`src/rtl/fetch_ctrl.sv`:
```
// Fetch-stage controller and fetch/decode pipeline register.
// Owns the PC, talks to a stalling imem, feeds one instruction per cycle.
module fetch_ctrl #(
    parameter logic [15:0] RESET_PC  = 16'h0000,
    parameter logic [15:0] NOP_INSTR = 16'h0800
) (
    input  logic        clk,
    input  logic        rst,
    output logic        imemRd,
    output logic [15:0] imemAddr,
    input  logic [15:0] imemData,
    input  logic        imemDone,
    input  logic        stallD,
    input  logic        redirectX,
    input  logic [15:0] redirectPCX,
    output logic [15:0] instructionD,
    output logic [15:0] incPCD,
    output logic        validD,
    output logic        haltedF
);

    localparam logic [2:0] FETCH  = 3'd0;
    localparam logic [2:0] WAIT   = 3'd1;
    localparam logic [2:0] HOLD   = 3'd2;
    localparam logic [2:0] DRAIN  = 3'd3;
    localparam logic [2:0] HALTED = 3'd4;

    logic [2:0]  state;
    logic [15:0] pc;
    logic [15:0] drain_addr;
    logic [15:0] buf_instr;
    logic [15:0] buf_inc;
    logic [15:0] pc_inc;
    logic [15:0] target;
    logic        data_halt;
    logic        buf_halt;

    // Request, address and decode helpers
    always_comb begin
        imemRd    = ((state == FETCH) && !stallD) ||
                    (state == WAIT) || (state == DRAIN);
        imemAddr  = (state == DRAIN) ? drain_addr : pc;
        pc_inc    = pc + 16'd2;
        target    = redirectPCX & 16'hFFFE;
        data_halt = (imemData[15:11] == 5'b00000);
        buf_halt  = (buf_instr[15:11] == 5'b00000);
        haltedF   = (state == HALTED);
    end

    // FSM, PC, skid buffer and decode register
    always_ff @(posedge clk) begin
        if (!rst) begin
            state        <= FETCH;
            pc           <= RESET_PC;
            drain_addr   <= RESET_PC;
            buf_instr    <= 16'h0000;
            buf_inc      <= 16'h0000;
            instructionD <= NOP_INSTR;
            incPCD       <= 16'h0000;
            validD       <= 1'b0;
        end else begin
            // Old address is kept for draining after a redirect
            if (state != DRAIN) begin
                drain_addr <= pc;
            end
            if (redirectX) begin
                pc           <= target;
                instructionD <= NOP_INSTR;
                validD       <= 1'b0;
                buf_instr    <= 16'h0000;
                buf_inc      <= 16'h0000;
                if (((state == WAIT) || (state == DRAIN)) && !imemDone) begin
                    state <= DRAIN;
                end else begin
                    state <= FETCH;
                end
            end else begin
                case (state)
                    FETCH: begin
                        if (!stallD) begin
                            if (imemDone) begin
                                instructionD <= imemData;
                                incPCD       <= pc_inc;
                                validD       <= 1'b1;
                                pc           <= pc_inc;
                                state        <= data_halt ? HALTED : FETCH;
                            end else begin
                                state <= WAIT;
                            end
                        end
                    end
                    WAIT: begin
                        if (imemDone) begin
                            pc <= pc_inc;
                            if (stallD) begin
                                buf_instr <= imemData;
                                buf_inc   <= pc_inc;
                                state     <= HOLD;
                            end else begin
                                instructionD <= imemData;
                                incPCD       <= pc_inc;
                                validD       <= 1'b1;
                                state        <= data_halt ? HALTED : FETCH;
                            end
                        end
                    end
                    HOLD: begin
                        if (!stallD) begin
                            instructionD <= buf_instr;
                            incPCD       <= buf_inc;
                            validD       <= 1'b1;
                            state        <= buf_halt ? HALTED : FETCH;
                        end
                    end
                    DRAIN: begin
                        if (imemDone) begin
                            state <= FETCH;
                        end
                    end
                    HALTED: begin
                        if (!stallD) begin
                            instructionD <= NOP_INSTR;
                            validD       <= 1'b0;
                        end
                    end
                    default: state <= FETCH;
                endcase
            end
        end
    end

endmodule
```
`config.mk`:
```
export PLATFORM = sky130hd
export DESIGN_NAME = fetch_ctrl
export DESIGN_NICKNAME = d
export VERILOG_FILES = /design/src/rtl/fetch_ctrl.sv
export SDC_FILE = /design/constraint.sdc
export NUM_CORES = 1
export LEC_CHECK = 0
export BUFFER_PORTS_ARGS = -buffer_cell sky130_fd_sc_hd__buf_2
export CORE_ASPECT_RATIO = 1.5
export CORE_MARGIN = 3
export CORE_UTILIZATION = 49
export DETAILED_ROUTE_END_ITERATION = 16
export GPL_ROUTABILITY_DRIVEN = 0
export PLACE_DENSITY = 0.86
export SLEW_MARGIN = 0
export SYNTH_ARGS = -nofsm -noshare
export SYNTH_HDL_FRONTEND = slang
export SYNTH_SLANG_ARGS = --single-unit
```
`constraint.sdc`:
```
create_clock -name clk -period 2.2 [get_ports clk]
set_input_delay 0.22 -clock clk [delete_from_list [all_inputs] [get_ports clk]]
set_output_delay 0.22 -clock clk [all_outputs]
set_load 0.05 [all_outputs]
```
### Word level (Yosys, flattened, before mapping)

Index checks and enable logic that the tools add are counted.

* reductions and logical operators: 22
* equal/unequal tests: 16
* add/subtract/negate cells: 1
* bitwise gates (word level): 2
* multiplexer cells: 35

Operator list (count)
* 16-bit two-way mux: 15
* 16-bit one-hot mux with 4 select lines: 1
* 16-bit one-hot mux with 3 select lines: 1
* 16-bit one-hot mux with 2 select lines: 1
* 3-bit two-way mux: 9
* 16-bit by 2-bit adder with 16-bit output (second input constant): 1
* 3-bit one-hot mux with 5 select lines: 1
* 2-bit inequality test (second input constant): 7
* 7-bit AND reduction: 2
* 3-bit inequality test (second input constant): 4
* 5-bit logical NOT: 2
* 5-bit AND reduction: 2
* 3-bit by 2-bit == test with 1-bit output (second input constant): 2
* 3-bit nonzero test: 2
* 1-bit two-way mux: 5
* 1-bit one-hot mux with 4 select lines: 1
* 2-bit AND reduction: 2
* 4-bit nonzero test: 1
* 3-bit by 1-bit == test with 1-bit output (second input constant): 1
* 3-bit == test (second input constant): 1
* 3-bit logical NOT: 1
* 1-bit logical OR: 3
* 3-bit by 2-bit inequality test with 1-bit output (second input constant): 1
* 3-bit AND reduction: 1
* 6 further kinds: 9

* output and inout bits: 51
* input bits: 37
* word-level logic and storage cells: 85
* flip-flop bits (word level): 100

### Logic depth before layout (Yosys ltp)

Gate-level depths: netlist of run 1.

* word-level depth: 6
* gate-level depth with buffers: 8
* depth with buffers taken out: 6

### Worst setup path before layout of run 1

OpenSTA, ideal clock, no wires.

* kind: register to register
* from: register state[1]
* to: register pc[15]
* data arrival time: 1.998 ns
* cell stages (with the launch flop): 8
* setup slack: 0.074 ns
* data required time: 2.072 ns
* buffers on the path: 2
* cell sequence: dfxtp_1 or3b_1 clkbuf_2 or4b_1 clkbuf_2 or4_4 xor2_1 o21ai_1

* word-level cells in the longest chain between the ends: 3
* elaborated cells between the ends (all ways): 7
* classes of those cells: eq/ne: 2; mux: 2; reduce/logical: 3

Ends and longest elaborated chain
* from (decl): line 28 `logic [2:0] state;`
* from (signal assigned): line 86 `state <= data_halt ? HALTED : FETCH;`
* from (signal assigned): line 103 `state <= data_halt ? HALTED : FETCH;`
* from (signal assigned): line 112 `state <= buf_halt ? HALTED : FETCH;`
* 3-bit by 1-bit == test with 1-bit output or 3-bit logical NOT (tied branches): line 78 `case (state)`
* 16-bit one-hot mux with 2 select lines (tied with other cells): line 78
* 16-bit two-way mux or 2-bit AND reduction (tied branches)
* to (signal assigned): line 67 `pc <= target;`
* to (signal assigned): line 85 `pc <= pc_inc;`
* to (signal assigned): line 94 `pc <= pc_inc;`
* to (decl): line 29 `logic [15:0] pc;`

Parallel ways exist; a longest one is shown, timed or not.
A chain may end at the register's enable or synchronous reset.

### Worst setup path after layout of run 1

* from: register state[2]
* to: output port imemAddr[8]

* word-level cells in the longest chain between the ends: 2

Ends and longest elaborated chain
* 3-bit by 2-bit == test with 1-bit output: line 42 `imemAddr = (state == DRAIN) ? drain_addr : pc;`
* 16-bit two-way mux: line 42
* to (decl): line 10 `output logic [15:0] imemAddr,`

Every way passes these cells.

==> flow_summary.yaml, run 1 <==
run_status:
  status: "completed"
timing:
  maxSlewViolCount: 0
  hold_slack_ps: 124.2
  hold_viol: 0
  fmax_ghz: 0.4825
  post-route-min-period_ps: 2072
  rsz0062_at_grt: "false"
  period_share: 0.9420
  fin_worst_skew_ps: 9.797
  tns_ps: 0
  finalSetupViolCount: 0
  worstMarginPinSlew_ps: 678.8
  relSlewSlack: 0.5466
yosys:
  syn_avg_cell_area_um2: 8.390
  synth_top_area_frac: 0.4439
  synth.distinct_cells: 50
  syn_area_um2: 4329
  synth_area_leader_cell: "dfxtp_1"
  ys_ff_latch: 96
  synthTopCellsByCount: "96 x dfxtp_1, 61 x nand2_1, 49 x nor2_1"
  synth.most_common_cell: "dfxtp_1"
  synthArstFlopShare: 0
  ys_seq_area_frac: 0.4439
  synth_edf_count: 0
  synth.area.top_cells: "dfxtp_1 44%, nand2_1 5.3%, a21oi_1 4.5%, nor2_1 4.2%, mux2_2 3.9%"
  netlist_instances: 516
  synth_flop_cell: "dfxtp_1"
  yosysWarnings: 0
clocking:
  clk_path_buf_depth: 2
  cts_buffers: 9
  cts.sinks: 96
  h-tree-depth: 3
  cts_root_buf: "clkbuf_16"
  postCtsSetupBuffers: 0
  path_clk_slew_ps: 60
  cts-resized-gates: 0
  cts_tree: "built"
  clock_latency_ps: 340
  cts_hold_buf: 0
critical_path:
  path_buf_inv: 4
  critPathKind: "register to primary output"
  r2r_cells: 5
  arrival_ps: 1850
  worstSetupPathDepth: 6
  cpMaxStageDelayCell: "mux2_2"
  rrSetupSlack_ps: 140
  cp.required_ps: 1980
  path_max_fanout: 15
  critPathLaunchType: "register"
  cpMostUsedCell: "buf_4"
  worst_setup_path_end_kind: "primary output"
  max_stage_delay_ps: 380
  crit_family: "buffers and inverters"
  worstPathCellList: "buf_4, inv_1, nand3_1, buf_4, mux2_2, buf_2"
floorplan:
  start_util: 0.5084
  die_h_um: 121.1
  die_w_um: 82.75
  core_um2: 8516
  dieArea_um2: 10020
  io_pins: 88
  fp-row-count: 41
job:
  drv_cap: 0
global_route:
  grt_max_degree: 49
  overflow: 0
  grt_pass1_wl_um: 17570
  antenna_found_initial: 0
  grt_usage: 0.2262
  grt_pass1_vias: 3777
final_layout:
  finalNetCount: 629
  antenna_cells: 0
  syn_to_final_growth_pct: 20.26
  drive_above_1_share: 0.2458
  fin_util: 0.6114
routing:
  vias: 3965
  routed_wl_um: 10730
  wl_per_cell_um: 15.30
  first_pass_iters: 5
  ant_nets: 0
  via_per_inst: 5.656
  first_iter_violations: 210
  drc: 0
placement:
  io_buffers: 84
  hpwl_um: 7716
power:
  leakage_nw: 2.158
  ir_drop_v: 0.0004852
  pwr_density_cell_nw_per_um2: 778.3
hold_path:
  hp-class: "primary input to register"
  hold_depth: 3
==> where the power goes <==
| group | leakage (nW) | internal [mW] | total, mW | switching (mW) |
|---|---|---|---|---|
| logic | 1.23 | 0.222 | 0.671 | 0.449 |
| clock network | 0.141 | 0.899 | 1.53 | 0.629 |
| registers | 0.782 | 1.80 | 1.85 | 0.0488 |
| total | 2.16 | 2.93 | 4.05 | 1.13 |
==> cell type report <==
class	instances	area (um^2)
Timing Repair Buffer	109	633.1
Tap cell	107	133.9
Multi-Input combinational cell	371	2216
Clock inverter	3	43.79
Sequential cell	96	1922
Fill cell	753	3309
Clock buffer	11	242.7
Inverter	4	15.01
==> worst min-delay path, delay by kind of cell <==
| family | cells | cell delay [ps] |
|---|---|---|
| compound gates | 1 | 50 |
| buf+inv | 1 | 100 |
| simple gates | 1 | 50 |
==> through the flow <==
| stage | cells | power, mW | setup WS [ps] | area (um^2) |
|---|---|---|---|---|
| final | 701 | 4.052 | 127.5 | 5206 |
| after global routing | 701 | 4.226 | 3.481 | 5206 |
| after CTS | 701 | 4.090 | 115.7 | 5206 |
| after detailed placement | 687 | 2.559 | 200.5 | 4920 |
| after global placement | 687 | 2.538 | 200.9 | 4920 |
| after floorplan | 517 | 2.363 | 74.03 | 4333 |
==> metal layers <==
layer	GRT usage	wire, um
met1	0.2635	4153
met2	0.3876	5579
met3	0.04978	714
met4	0.09918	278
met5	0	0
==> cells by family after synthesis <==
| group | Yosys count | synth area share |
|---|---|---|
| compound gates | 134 | 0.1997 |
| other cells | 1 | 0.0008662 |
| mux | 17 | 0.04364 |
| fa+ha+maj | 1 | 0.002890 |
| flops | 96 | 0.4439 |
| xor+xnor | 26 | 0.05260 |
| buf+inv | 50 | 0.04595 |
| simple gates | 191 | 0.2104 |
==> registers in the layout (all words and copies together) (netlist names) <==
register	count
buf_instr	16
buf_inc	15
pc	15
drain_addr	15
validD	1
instructionD	16
state	3
incPCD	15
==> cell usage in the layout, fill, tap and decap left out, types with 3 or more instances in the layout <==
cell type  count
inv_1          4
nand4_1        5
a31o_2         3
o211a_1        4
nand2b_1       7
o2bb2ai_1      4
dfxtp_1       96
nor2_1        49
clkbuf_16      9
buf_2         84
and2_1        19
a21oi_1       38
mux2_2        15
nand3_1       23
nand2_1       61
nor3_1         7
o211ai_1       7
a22oi_1       15
xor2_1        10
o21a_1         3
a211oi_1      20
xnor2_1       16
buf_4         23
o21ai_0       27
nor2b_1        5
==> path summary, 6_finish.rpt <==
kind / end / start
worst max-delay path: imemAddr[8] / state[2]
worst min register to register: buf_instr[1] / buf_instr[1]
worst min-delay path: buf_instr[1] / imemData[1]
worst max register to register: pc[13] / pc[6]
(Power assumes the default switching activity.)
==> run 2: changes to the inputs <==
--- a/config.mk
+++ b/config.mk
@@ -8,10 +8,10 @@
 export BUFFER_PORTS_ARGS = -buffer_cell sky130_fd_sc_hd__buf_2
 export CORE_ASPECT_RATIO = 1.5
 export CORE_MARGIN = 3
-export CORE_UTILIZATION = 49
+export CORE_UTILIZATION = 40
 export DETAILED_ROUTE_END_ITERATION = 16
 export GPL_ROUTABILITY_DRIVEN = 0
-export PLACE_DENSITY = 0.86
+export PLACE_DENSITY = 0.75
 export SLEW_MARGIN = 0
 export SYNTH_ARGS = -nofsm -noshare
 export SYNTH_HDL_FRONTEND = slang
==> flow_summary.yaml, run 2 (synthesis results as in run 1) <==
timing:
  finalSetupViolCount: 0
  maxSlewViolCount: 0
  hold_viol: 0
  fmax_ghz: 0.4814
  period_share: 0.9443
  worstMarginPinSlew_ps: 663.2
  post-route-min-period_ps: 2077
  hold_slack_ps: 118.1
  fin_worst_skew_ps: 5.014
  tns_ps: 0
  rsz0062_at_grt: "false"
  relSlewSlack: 0.5570
floorplan:
  start_util: 0.4179
  die_h_um: 133.4
  io_pins: 88
  die_w_um: 90.94
  fp-row-count: 45
  core_um2: 10360
  dieArea_um2: 12130
clocking:
  cts_buffers: 9
  h-tree-depth: 3
  cts_tree: "built"
  cts.sinks: 96
  cts_root_buf: "clkbuf_16"
  path_clk_slew_ps: 70
  cts-resized-gates: 0
  clock_latency_ps: 350
  cts_hold_buf: 0
  clk_path_buf_depth: 2
  postCtsSetupBuffers: 0
power:
  p_clk_frac: 0.406
  swShare: 0.2742
  ir_drop_v: 0.0004338
  internal_power_mw: 3.080
  power.total_mw: 4.244
  power_frac_comb: 0.157
  pwr_density_cell_nw_per_um2: 802.0
  switchingPower_mw: 1.164
  seq_power_share: 0.436
  leakage_nw: 2.175
global_route:
  grt_max_degree: 41
  antenna_found_initial: 0
  overflow: 0
  grt_pass1_vias: 3920
  grt_usage: 0.1852
  grt_pass1_wl_um: 18220
final_layout:
  final_cell_mix: "96 x dfxtp_1, 84 x buf_2, 61 x nand2_1"
  layout_commonest_cell: "dfxtp_1"
  antenna_cells: 0
  finalNetCount: 627
  drive_above_1_share: 0.2475
  syn_to_final_growth_pct: 22.23
  top_regs: "buf_instr: 16 flops, instructionD: 16 flops"
  fill_cells: 1013
  fin_area_um2: 5291
routing:
  drc: 0
  routed_wl_um: 10850
  vias: 3847
  via_per_inst: 5.234
  ant_nets: 0
  wl_per_cell_um: 14.76
  first_pass_iters: 4
  first_iter_violations: 183
critical_path:
  cp.required_ps: 2420
  arrival_ps: 2300
  critPathKind: "register to register"
  path_max_fanout: 2
  critPathLaunchType: "register"
  worst_setup_path_end_kind: "register"
run_status:
  status: "completed"
placement:
  place_area_um2: 4960
  hpwl_um: 7906
  io_buffers: 84
hold_path:
  hp-class: "primary input to register"
job:
  drv_cap: 0
## run 2: changes by cell type in the layout (fill, tap and decap cells not counted)
cell	previous run	this run
clkbuf_1	1	0
buf_12	2	3
buf_4	23	20
clkinv_2	1	2
bufinv_16	1	2
clkbuf_8	1	2
## run 2: worst paths after layout
path                            slack (ps)           end  depth (start not counted)          from
worst max register to register         120        pc[15]                          5      state[1]
worst min-delay path                   120  buf_instr[2]                          3   imemData[2]
worst min register to register         460  buf_instr[7]                          2  buf_instr[7]
worst max-delay path                   120        pc[15]                          5      state[1]
## run 2: final cells by class
| cell class | instances | area, um^2 | share of cell area |
|---|---|---|---|
| clock inverters | 5 | 78.83 | 0.01490 |
| inverters | 4 | 15.01 | 0.002838 |
| repair buffers | 107 | 630.6 | 0.1192 |
| multi-input cells | 371 | 2216 | 0.4188 |
| well taps | 141 | 176.4 | 0.03334 |
| flip-flops and latches | 96 | 1922 | 0.3632 |
| clock buffers | 11 | 252.7 | 0.04777 |
## run 2: per-stage QoR
| step | util | std cells | worst slack, ps |
|---|---|---|---|
| after floorplan | - | 517 | 74.03 |
| after global placement | 0.4787 | 719 | 188.7 |
| after detailed placement | 0.4787 | 719 | 161.8 |
| after CTS | 0.5107 | 735 | 119.8 |
| after global routing | 0.5107 | 735 | 31.17 |
| final | 0.5107 | 735 | 122.6 |
## run 2: power groups by stage
stage | clock [mW] | combinational [mW] | sequential, mW
floorplan | 0 | 0.398 | 1.96
global placement | 0 | 0.656 | 1.89
detailed placement | 0 | 0.669 | 1.89
CTS | 1.76 | 0.672 | 1.85
global route | 1.83 | 0.728 | 1.86
finish | 1.72 | 0.668 | 1.85
## run 2: metal layers
metal  vias up  track usage  part of all wire
met3        17      0.04068             0.056
met5         -            0                 0
met4         0      0.06963             0.015
met2       114       0.3404              0.53
li1       1942            -                 -
met1      1774       0.2059              0.40
## run 2: critical path, stage by stage (launching register included)
cell     delay (ps)
dfxtp_1         310
or3b_1          420
or4b_1          530
or4_4           430
xor2_1          170
o21ai_1          90
